**src/rtl/timer_pkg.sv**
```systemverilog
// Shared types and defaults for the timer front-end: button FSM states,
// channel count, hold/repeat timing and a counter-width helper.
package timer_pkg;

  typedef enum logic [1:0] {
    BTN_IDLE,
    BTN_PRESSED,
    BTN_REPEAT
  } btn_state_t;

  localparam int N_BTN_DEFAULT   = 5;
  localparam int HOLD_MS_DEFAULT = 500;
  localparam int RATE_MS_DEFAULT = 150;

  // Width of a millisecond counter large enough for both the hold and the
  // repeat thresholds, with one spare bit of headroom.
  function automatic int cnt_width(input int hold_ms, input int rate_ms);
    int m;
    m = (hold_ms > rate_ms) ? hold_ms : rate_ms;
    return $clog2(m) + 1;
  endfunction

endpackage

```
**src/rtl/btn_repeat_fsm.sv**
```systemverilog
// One button channel: turns a press edge into a single registered pulse and,
// when repeat is enabled, keeps pulsing on the millisecond tick while held.
module btn_repeat_fsm
  import timer_pkg::*;
#(
  parameter bit REPEAT_EN = 1'b1,
  parameter int HOLD_MS   = HOLD_MS_DEFAULT,
  parameter int RATE_MS   = RATE_MS_DEFAULT
) (
  input  logic clk,
  input  logic rst_n,
  input  logic tick_i,
  input  logic level_i,
  input  logic press_i,
  output logic pulse_o,
  output logic repeating_o
);

  localparam int CW = cnt_width(HOLD_MS, RATE_MS);
  localparam logic [CW-1:0] HOLD_LAST = CW'(HOLD_MS - 1);
  localparam logic [CW-1:0] RATE_LAST = CW'(RATE_MS - 1);
  localparam logic [CW-1:0] CNT_MAX   = '1;
  localparam logic [CW-1:0] CNT_ONE   = CW'(1);

  if (HOLD_MS < 1 || RATE_MS < 1) begin : g_bad_timing
    $error("btn_repeat_fsm: HOLD_MS and RATE_MS must both be at least 1");
  end

  btn_state_t     state_q, state_d;
  logic [CW-1:0]  cnt_q, cnt_d;
  logic           pulse_q, pulse_d;

  // State, counter and pulse registers; reset drops the channel back to idle.
  always_ff @(posedge clk or negedge rst_n) begin
    if (!rst_n) begin
      state_q <= BTN_IDLE;
      cnt_q   <= '0;
      pulse_q <= 1'b0;
    end else begin
      state_q <= state_d;
      cnt_q   <= cnt_d;
      pulse_q <= pulse_d;
    end
  end

  // Next state: release wins over everything, otherwise count ticks toward the hold/repeat thresholds.
  always_comb begin
    state_d = state_q;
    cnt_d   = cnt_q;
    pulse_d = 1'b0;
    if (!level_i) begin
      state_d = BTN_IDLE;
      cnt_d   = '0;
    end else begin
      unique case (state_q)
        BTN_IDLE: begin
          if (press_i) begin
            state_d = BTN_PRESSED;
            cnt_d   = '0;
            pulse_d = 1'b1;
          end
        end
        BTN_PRESSED: begin
          if (REPEAT_EN && tick_i) begin
            if (cnt_q == HOLD_LAST) begin
              state_d = BTN_REPEAT;
              cnt_d   = '0;
              pulse_d = 1'b1;
            end else if (cnt_q != CNT_MAX) begin
              cnt_d = cnt_q + CNT_ONE;
            end
          end
        end
        BTN_REPEAT: begin
          if (tick_i) begin
            if (cnt_q == RATE_LAST) begin
              cnt_d   = '0;
              pulse_d = 1'b1;
            end else if (cnt_q != CNT_MAX) begin
              cnt_d = cnt_q + CNT_ONE;
            end
          end
        end
        default: begin
          state_d = BTN_IDLE;
          cnt_d   = '0;
        end
      endcase
    end
  end

  assign pulse_o     = pulse_q;
  assign repeating_o = (state_q == BTN_REPEAT);

endmodule

```
**src/rtl/button_event_gen.sv**
```systemverilog
// Converts debounced button levels into one-clock command pulses, with
// optional auto-repeat per channel while a button is held.
module button_event_gen
  import timer_pkg::*;
#(
  parameter int                N_BTN       = N_BTN_DEFAULT,
  parameter logic [N_BTN-1:0]  REPEAT_MASK = N_BTN'(5'b00011),
  parameter int                HOLD_MS     = HOLD_MS_DEFAULT,
  parameter int                RATE_MS     = RATE_MS_DEFAULT
) (
  input  logic             clk,
  input  logic             rst_n,
  input  logic             tick_1ms,
  input  logic [N_BTN-1:0] btn_level,
  output logic [N_BTN-1:0] btn_pulse,
  output logic [N_BTN-1:0] btn_repeating
);

  logic [N_BTN-1:0] prev_q;
  logic [N_BTN-1:0] press;

  // Edge history resets to all ones so a button held through reset never fires.
  always_ff @(posedge clk or negedge rst_n) begin
    if (!rst_n) begin
      prev_q <= '1;
    end else begin
      prev_q <= btn_level;
    end
  end

  assign press = btn_level & ~prev_q;

  for (genvar g = 0; g < N_BTN; g++) begin : g_chan
    btn_repeat_fsm #(
      .REPEAT_EN (REPEAT_MASK[g]),
      .HOLD_MS   (HOLD_MS),
      .RATE_MS   (RATE_MS)
    ) u_fsm (
      .clk         (clk),
      .rst_n       (rst_n),
      .tick_i      (tick_1ms),
      .level_i     (btn_level[g]),
      .press_i     (press[g]),
      .pulse_o     (btn_pulse[g]),
      .repeating_o (btn_repeating[g])
    );
  end

endmodule

```
**config.mk**
```make
export PLATFORM = sky130hd
export DESIGN_NAME = button_event_gen
export DESIGN_NICKNAME = d
export VERILOG_FILES = /design/src/rtl/timer_pkg.sv /design/src/rtl/btn_repeat_fsm.sv /design/src/rtl/button_event_gen.sv
export SDC_FILE = /design/constraint.sdc
export NUM_CORES = 1
export LEC_CHECK = 0
export ABC_AREA = 1
export BUFFER_PORTS_ARGS = -buffer_cell sky130_fd_sc_hd__buf_2
export CAP_MARGIN = 20
export CORE_ASPECT_RATIO = 1.4
export CORE_MARGIN = 2
export CORE_UTILIZATION = 30
export DETAILED_ROUTE_END_ITERATION = 10
export SLEW_MARGIN = 20
export SYNTH_ARGS = -nofsm -noshare
export SYNTH_HDL_FRONTEND = slang
export SYNTH_SLANG_ARGS = --single-unit
```
**constraint.sdc**
```tcl
create_clock -name clk -period 3.18 [get_ports clk]
set_input_delay 0 -clock clk [delete_from_list [all_inputs] [get_ports clk]]
set_output_delay 0 -clock clk [all_outputs]
set_load 0.005 [all_outputs]
```
# --- Word-level counts from Yosys, hierarchy flattened ---
# Index checks and enable logic that the tools add are counted.
classes:
  n_addsub: 5
  eq_ne: 47
  mux: 82
  bitwise: 2
  reduce_logical: 18
ops:
  columns: ["operator", "count"]
  rows:
  - ["2-to-1 mux 10 bit", 29]
  - ["case mux 10 bit (3 select lines)", 5]
  - ["adder 10 x 1 -> 10 bit, second input constant", 5]
  - ["== test 10 x 8 -> 1 bit, second input constant", 5]
  - ["inequality test 10 bit, second input constant", 5]
  - ["inequality test 3 bit, second input constant", 12]
  - ["2-to-1 mux 2 bit", 14]
  - ["2-to-1 mux 1 bit", 24]
  - ["== test 10 x 9 -> 1 bit, second input constant", 2]
  - ["AND reduction 4 bit", 5]
  - ["inequality test 2 bit, second input constant", 8]
  - ["inequality test 4 bit, second input constant", 3]
  - ["case mux 2 bit (2 select lines)", 3]
  - ["case mux 2 bit (3 select lines)", 2]
  - ["== test 2 x 1 -> 1 bit, second input constant", 5]
  - ["== test 2 bit, second input constant", 5]
  - ["logical NOT 2 bit", 5]
  - ["inequality test 3 x 2 -> 1 bit, second input constant", 2]
  - ["case mux 1 bit (2 select lines)", 3]
  - ["case mux 1 bit (3 select lines)", 2]
  - ["AND reduction 2 bit", 3]
  - ["AND reduction 3 bit", 2]
  - ["OR reduction 2 bit", 3]
  - ["bitwise AND 5 bit", 1]
  - ["inverter 5 bit", 1]
totals:
  reg_bits: 70
  in_bits: 8
  out_inout_bits: 10
  word_cells: 170

# --- Depth between registers and ports, before layout ---
# Gate-level depths: netlist of run 1.
depth:
  ltp_word: 6
  mapped_depth: 11
  mapped_depth_nobuf: 11

# --- By module ---
# From an unflattened synthesis of run 1, not the netlist that was laid out.
unflattened:
  hier_cells: 337
  area_unflattened_um2: 2534.9
modules_own_cells:
  columns: ["module", "n_inst", "cells_per_inst", "area_per_inst_um2", "seq_area_each_um2"]
  rows:
  - ["btn_repeat_fsm at g_chan[0].u_fsm", 1, 150, 1063.5, 325.3]
  - ["btn_repeat_fsm at g_chan[1].u_fsm", 1, 148, 1053.5, 325.3]
  - ["btn_repeat_fsm at g_chan[2].u_fsm ...", 3, 8, 78.8, 50.0]
  - ["button_event_gen", 1, 15, 181.4, 131.4]

# --- Worst setup path after synthesis of run 1 ---
# No wires, ideal clock.
synth_path:
  path_type: "register to register"
  from: "reg g_chan[1].u_fsm.state_q[1]"
  to: "reg g_chan[1].u_fsm.cnt_q[8]"
  setup_ns: 0.121
  arrival_time_ns: 1.319
  t_required_ns: 3.059
  slack_ns: 1.741
  path_stages_with_launch: 10
  path_buffers: 1
  period_less_slack_ns: 1.439
  cell_sequence: "dfrtp_1 > inv_1 > ha_1 > nand2_1 > nor2_1 > nor2_4 > buf_6 > nand3_1 > nand2_1 > a21boi_1"
synth_via:
  elab_chain_cells: 3
  word_cells_on_any_way: 9
  cone_classes: "eq/ne: 5; mux: 2; reduce/logical: 2"
synth_lines:
  columns: ["item", "line_no", "source"]
  rows:
  - ["from (decl)", "btn_repeat_fsm.sv:29", "btn_state_t state_q, state_d;"]
  - ["from (signal assigned)", "btn_repeat_fsm.sv:40", "state_q <= state_d;"]
  - ["== test 2 bit (tied with other cells)", "btn_repeat_fsm.sv:55", "unique case (state_q)"]
  - ["inequality test 3 bit (no line) or case mux 10 bit (3 select lines) (tied branches)", null, null]
  - ["AND reduction 3 bit (no line) or 2-to-1 mux 10 bit (tied branches)", null, null]
  - ["to (signal assigned)", "btn_repeat_fsm.sv:41", "cnt_q <= cnt_d;"]
  - ["to (decl)", "btn_repeat_fsm.sv:30", "logic [CW-1:0] cnt_q, cnt_d;"]
# Parallel ways exist; a longest one is shown, timed or not.
# A chain may end at the register's enable or synchronous reset.

# --- Worst setup path after layout of run 1 ---
layout_path:
  from: "reg g_chan[0].u_fsm.state_q[0]"
  to: "reg g_chan[0].u_fsm.cnt_q[7]"
layout_via:
  elab_chain_cells: 3
  word_cells_on_any_way: 9
  cone_classes: "eq/ne: 5; mux: 2; reduce/logical: 2"
layout_lines:
  columns: ["item", "line_no"]
  rows:
  - ["from (decl)", "btn_repeat_fsm.sv:29"]
  - ["from (signal assigned)", "btn_repeat_fsm.sv:40"]
  - ["== test 2 bit (tied with other cells)", "btn_repeat_fsm.sv:55"]
  - ["inequality test 3 bit (no line) or case mux 10 bit (3 select lines) (tied branches)", null]
  - ["AND reduction 3 bit (no line) or 2-to-1 mux 10 bit (tied branches)", null]
  - ["to (signal assigned)", "btn_repeat_fsm.sv:41"]
  - ["to (decl)", "btn_repeat_fsm.sv:30"]
# Parallel ways exist; a longest one is shown, timed or not.

==> metrics.md, run 1 <==
| Metric | Value |
|---|---|
| Clk_skew | `0.00698 ns` |
| Largest area contributor in the netlist | `dfrtp_1` |
| Fin cells | `429` |
| CP max-delay cell | `dfrtp_1` |
| Maximum clock rate | `0.565 GHz` |
| Yosys warns | `0` |
| Core area | `7700 µm²` |
| Critical path's most frequent cell | `nand2_1` |
| First-pass GRT wire length | `8190 µm` |
| Most used DFF post-synth | `dfrtp_1` |
| Vias in the first global route | `1896` |
| Vias | `1922` |
| Lkg Pwr | `1.29 nW` |
| Post-route clock period utilization | `0.556` |
| Most common cell in the synthesized netlist | `nand2_1` |
| Port bufs | `14` |
| Peak supply drop | `184 µV` |
| Crit path required time | `3.41 ns` |
| Sw Ratio | `0.386` |
| Num CTS Buffers | `5` |
| Routed WL per cell | `10.7 µm` |
| DR pass1 iterations | `4` |
| Post-Route WL | `4570 µm` |
| Maxcap violations | `0` |
| Clock share of power | `0.230` |
| Logic gate share of total power | `0.351` |
| Reg clk slew, reported paths | `0.08 ns` |
| Die ar. | `8580 µm²` |
| Synthesized instance count | `313` |
| Switching power total | `535 µW` |
| Largest cells by area after synthesis | `dfrtp_1 (34%), nand2_1 (14%), ha_1 (8.5%)` |
| Height of the die | `109 µm` |
| Pwr Density | `535 nW/µm²` |
| Internal | `852 µW` |
| Crit path capture type | `flip-flop` |
| Met3 Use GR | `0.0257` |
| Area taken by flip-flops and latches | `932 µm²` |
| Critical path class | `flip-flop to flip-flop` |
| Critical path data arrival time | `1.99 ns` |
| RSZ-0062 raised after global routing | `false` |
| Initial antenna violation count | `0` |
| CP max stage delay | `0.40 ns` |
| Top cells by count, synth | `nand2_1 (88), inv_1 (37), nor2_1 (37)` |
| Overall Power | `1.39 mW` |
| H-tree depth | `2` |
| Top cell type's share of synthesized area | `0.340` |
| Post-DP HPWL | `3460 µm` |
| Area Overhead vs Synth | `9.99%` |
| Setup violations, final | `0` |
| Grt total ovfl | `0` |
| 1st-iter DRT viols | `41` |
| Final hold vios | `0` |
| Post-synthesis sequential area ratio | `0.396` |
| Final min period | `1.77 ns` |
| CTS tree | `yes` |
| Hold Path Class | `primary input to flip-flop` |
| Clk_lat worst skew | `0.29 ns` |
| Post-synth EDFFs | `0` |
| Setup TNS Final | `0 ns` |
| Die width | `78.9 µm` |
| Vias per cell | `4.48` |
| CTS Sinks | `37` |
| Synth unique cells | `26` |
| Met1 usage | `0.130` |
| Slew Limit Fails | `0` |
| Row cnt | `38` |
| Crit path max fanout | `13` |
| Total track usage | `0.120` |
| Syn_area_per_cell | `7.52 µm²` |
| Share of cells above drive strength 1 | `0.122` |
| Power share of the sequential group | `0.419` |
| Clock buffer depth | `2` |
| Post-CTS sizing | `0` |
| Asr flop ratio synth | `1.00` |
| # diodes | `0` |
| R2R cell count | `9` |
| Outcome | `complete, no violations` |
| Post-synthesis register bit count | `37` |
| # placed instances | `415` |
| Global routing's busiest layer | `met2` |
| Initial Util | `0.306` |
| Routability Congestion | `0.843` |
| Area occupied by multi-input gates | `1170 µm²` |
| M2 GR Usage | `0.228` |
| Layout Nets | `352` |
| Fill cell count | `839` |
| Root Driver | `clkbuf_8` |
| Hold path depth | `3` |
| Antenna viol nets, final | `0` |
| Mapped Area | `2350 µm²` |
| IO Pins | `18` |
| Pin count of the biggest net entering global routing | `38` |
| DRC | `0` |
| Startpoint type of the worst setup path | `flip-flop` |
| Crit-path cells | `inv_1 -> ha_1 -> nand3_1 -> nand2_1 -> nor2_4 -> nand2_1 -> o21ai_0 -> nand2_1 -> nor2_1` |
| Slew headroom | `0.445` |
| Least-Margin Pin Slew | `0.833 ns` |
==> layout make-up <==
type,count,share of cell area
clock buffers,6,0.0280
clock inverters,2,0.00386
inverters,39,0.0565
multi-input cells,225,0.453
flip-flops and latches,37,0.360
well taps,100,0.0483
repair buffers,20,0.0502
==> worst max-delay path, delay by kind of cell (launching register included) <==
kind                     cells  cell delay (ns)
buffers and inverters        1             0.10
adder cells (fa/ha/maj)      1             0.27
AO/OA/AOI/OAI                1             0.18
flip-flops                   1             0.40
AND/OR/NAND/NOR              6             0.77
==> layer usage <==
| layer | vias up | routed length, µm |
|---|---|---|
| met1 | 888 | 1880 |
| met2 | 22 | 2500 |
| met5 | - | 0 |
| li1 | 1004 | - |
| met4 | 0 | 93 |
| met3 | 8 | 97 |
==> sequential cells by signal, indices dropped and copies added, names as in the netlist <==
| register | flops |
|---|---|
| prev_q | 5 |
| g_chan.u_fsm.state_q | 7 |
| g_chan.u_fsm.cnt_q | 20 |
| g_chan.u_fsm.pulse_o | 5 |
==> per-stage QoR <==
stage               setup slack, ns  utilization  hold slack (ns)  cell area [µm²]
floorplan                      1.74            -           -0.296             2360
global placement               1.44        0.318            0.126             2450
detailed placement             1.39        0.318            0.129             2450
CTS                            1.38        0.336           0.0419             2590
global route                   1.19        0.336           0.0697             2590
finish                         1.41        0.336           0.0510             2590
==> layout by cell type, fill, tap and decap left out, drive strengths merged, types with 6 or more instances in the layout <==
cell and n:
a21oi 8, buf 14, clkbuf 6, dfrtp 32, dlygate4sd3 6, ha 16, inv 39, nand2 90
nand3 30, nor2 42, nor3 10, o21ai 15
==> power by group through the flow <==
stage / sequential, mW / clock [mW] / combinational (mW)
5_1_grt: 0.590 / 0.363 / 0.571
3_5_place_dp: 0.590 / 0 / 0.489
3_3_place_gp: 0.585 / 0 / 0.487
2_1_floorplan: 0.578 / 0 / 0.412
6_report: 0.581 / 0.319 / 0.487
4_1_cts: 0.581 / 0.338 / 0.497
==> kinds of logic after synthesis <==
logic type               after synthesis  synth area share
flip-flops                            37             0.396
AND/OR/NAND/NOR                      178             0.342
buffers and inverters                 53             0.109
adder cells (fa/ha/maj)               16            0.0850
other                                  1           0.00159
AO/OA/AOI/OAI                         24            0.0521
XOR/XNOR                               4            0.0149
==> final timing paths <==
kind / slack (ns) / end / start
min in group asynchronous: 0.34 / g_chan[1].u_fsm.cnt_q[6]$_DFFE_PN0P_ / rst_n
min: 0.05 / g_chan[1].u_fsm.pulse_o$_DFF_PN0_ / tick_1ms
min reg2reg: 0.44 / g_chan[2].u_fsm.pulse_o$_DFF_PN0_ / g_chan[2].u_fsm.state_q[0]$_DFFE_PN0P_
max: 1.41 / g_chan[0].u_fsm.cnt_q[7]$_DFFE_PN0P_ / g_chan[0].u_fsm.state_q[0]$_DFFE_PN0P_
max reg2reg: 1.41 / g_chan[0].u_fsm.cnt_q[7]$_DFFE_PN0P_ / g_chan[0].u_fsm.state_q[0]$_DFFE_PN0P_
max in group asynchronous: 2.30 / g_chan[0].u_fsm.cnt_q[5]$_DFFE_PN0P_ / rst_n
==> what timing repair did <==
item	4_1_cts	5_1_grt
hold buffers	6	0
buffers inserted	0	0
hold endpoints to repair	44	0
(Power assumes the default switching activity.)
==> run 2, diff against run 1 <==
Clock period 3.18 ns to 1.73 ns, I/O delays scaled along.
==> run 2 against run 1 <==
Count of clock-buffer cells in the layout rose by 1. Critical path depth did not move. Sequential cell count did not move. Sequential power rose by 84%. Combinational power rose by 110%. Setup slack got worse by 1.3 ns. Fmax rose by 10%. Global-route usage rose by 0.12 points. Non-clock buffer count rose by 10. Largest power group unchanged.
==> metrics.md, run 2 (synthesis gave the netlist of run 1 again) <==
| Metric | Value |
|---|---|
| H-tree depth | `2` |
| CTS Sinks | `37` |
| Vias in the first global route | `1938` |
| Overall Power | `2.87 mW` |
| Core area | `7700 µm²` |
| Max reg flops | `20` |
| Slew Limit Fails | `0` |
| CP max stage delay | `0.40 ns` |
| Initial Util | `0.306` |
| Maximum clock rate | `0.622 GHz` |
| Vias per cell | `4.47` |
| Peak supply drop | `376 µV` |
| Top Registers | `g_chan.u_fsm.cnt_q x20, g_chan.u_fsm.state_q x7` |
| CTS tree | `yes` |
| Hold EP | `g_chan[1].u_fsm.pulse_o$_DFF_PN0_` |
| Hold path depth | `3` |
| Initial antenna violation count | `0` |
| Pwr Density | `1050 nW/µm²` |
| Share of cells above drive strength 1 | `0.174` |
| Setup TNS Final | `0 ns` |
| Maxcap violations | `0` |
| IO Pins | `18` |
| First-pass GRT wire length | `8250 µm` |
| R2R Path End | `g_chan[1].u_fsm.cnt_q[6]$_DFFE_PN0P_` |
| Total track usage | `0.121` |
| Hold Path Class | `primary input to flip-flop` |
| Port bufs | `14` |
| Row cnt | `38` |
| CP max-delay cell | `dfrtp_1` |
| Outcome | `complete, no violations` |
| Die ar. | `8580 µm²` |
| Area taken by flip-flops and latches | `935 µm²` |
| Post-DP HPWL | `3480 µm` |
| Antenna viol nets, final | `0` |
| Clock buffer depth | `2` |
| Die width | `78.9 µm` |
| Vias | `1965` |
| 1st-iter DRT viols | `50` |
| Final min period | `1.61 ns` |
| Clk_lat worst skew | `0.29 ns` |
| Crit path required time | `1.92 ns` |
| Clk_skew | `0.00294 ns` |
| Hold WS | `0.0551 ns` |
| Post-route clock period utilization | `0.929` |
| Critical path data arrival time | `1.80 ns` |
| Pin count of the biggest net entering global routing | `38` |
| R2R cell count | `9` |
| Layout Nets | `363` |
| Root Driver | `clkbuf_8` |
| # diodes | `0` |
| Crit path max fanout | `5` |
| Crit-path cells | `inv_1 -> ha_1 -> nand3_1 -> nand2_2 -> nor2_4 -> buf_4 -> nand4_2 -> nor2_1 -> nor2_2` |
| Most common cell after layout, fill and taps aside | `nand2_1` |
| Height of the die | `109 µm` |
| Post-Route WL | `4650 µm` |
| DR pass1 iterations | `4` |
| R2R Setup Slk | `0.12 ns` |
| Worst R2R Start | `g_chan[1].u_fsm.state_q[0]$_DFFE_PN0P_` |
| Routed WL per cell | `10.6 µm` |
| DRC | `0` |
| CP bufs+invs | `2` |
| Routability Congestion | `0.856` |
| # placed instances | `422` |
| Area Overhead vs Synth | `15.7%` |
| Hold Path Origin | `tick_1ms` |
| Finished Cell Area | `2730 µm²` |
| Grt total ovfl | `0` |
| Area occupied by multi-input gates | `1200 µm²` |
| Fill cell count | `819` |
| Critical path class | `flip-flop to flip-flop` |
| Area after DPL | `2500 µm²` |
| Reg clk slew, reported paths | `0.07 ns` |
| Final hold vios | `0` |
| Biggest register | `g_chan.u_fsm.cnt_q` |
| Num CTS Buffers | `5` |
| Setup violations, final | `0` |
| Fin cells | `440` |
| Lkg Pwr | `1.35 nW` |
| Most frequent cells in the layout | `nand2_1 (85), inv_1 (37), nor2_1 (35)` |
| CP delay by family, top | `simple AND/OR/NAND/NOR gates` |
| Startpoint type of the worst setup path | `flip-flop` |
| Crit path capture type | `flip-flop` |
run 2: how the worst max path moves through the flow:
stage | startpoint | to | slack, ns | cells past startpoint
final | g_chan[1].u_fsm.state_q[0]$_DFFE_PN0P_ | g_chan[1].u_fsm.cnt_q[6]$_DFFE_PN0P_ | 0.12 | 9
after global routing | g_chan[1].u_fsm.state_q[0]$_DFFE_PN0P_ | g_chan[1].u_fsm.cnt_q[6]$_DFFE_PN0P_ | -0.02 | 9
after detailed placement | g_chan[1].u_fsm.state_q[0]$_DFFE_PN0P_ | g_chan[1].u_fsm.cnt_q[3]$_DFFE_PN0P_ | 0.03 | 9
after CTS | g_chan[1].u_fsm.state_q[0]$_DFFE_PN0P_ | g_chan[1].u_fsm.cnt_q[3]$_DFFE_PN0P_ | 0.01 | 9
after global placement | g_chan[1].u_fsm.state_q[0]$_DFFE_PN0P_ | g_chan[1].u_fsm.cnt_q[3]$_DFFE_PN0P_ | 0.09 | 9
after floorplan | g_chan[1].u_fsm.state_q[1]$_DFFE_PN0P_ | g_chan[1].u_fsm.cnt_q[8]$_DFFE_PN0P_ | 0.29 | 9
run 2: layer usage:
metal	track usage	up-vias	wire, µm
met5	0	-	0
met2	0.220	22	2520
met1	0.132	907	1900
met4	0.0591	0	131
li1	-	1024	-
met3	0.0248	12	106
run 2: where the power goes:
group	total (mW)	internal [mW]	switching [mW]
Clock	0.782	0.470	0.312
Combinational	1.02	0.407	0.617
Sequential	1.07	0.975	0.0934
Total	2.87	1.85	1.02
run 2: cell type report:
cell class | count | area share
timing repair buffer | 30 | 0.0753
sequential | 37 | 0.343
multi-input combinational | 226 | 0.439
inverter | 39 | 0.0537
tap | 100 | 0.0459
clock inverter | 1 | 0.0110
clock buffer | 7 | 0.0317
run 2: timing repair:
action                                  4_1_cts  5_1_grt
hold buffers                                  6        0
resized for setup                             0        8
endpoints found under the hold margin        45        0
endpoints found under the setup margin        0       17
buffers inserted                              0        3
run 2: per-stage QoR:
| step | worst slack, ns | utilization |
|---|---|---|
| 6_report | 0.123 | 0.354 |
| 5_1_grt | -0.0223 | 0.354 |
| 4_1_cts | 0.0139 | 0.347 |
| 3_5_place_dp | 0.0319 | 0.325 |
| 3_3_place_gp | 0.0942 | 0.325 |
| 2_1_floorplan | 0.291 | - |
run 2: worst register-to-register path, cell delays in order (launching register included):
cell     delay, ns
dfrtp_1       0.40
inv_1         0.09
ha_1          0.22
nand3_1       0.11
nand2_2       0.10
nor2_4        0.19
buf_4         0.15
nand4_2       0.08
nor2_1        0.12
nor2_2        0.05
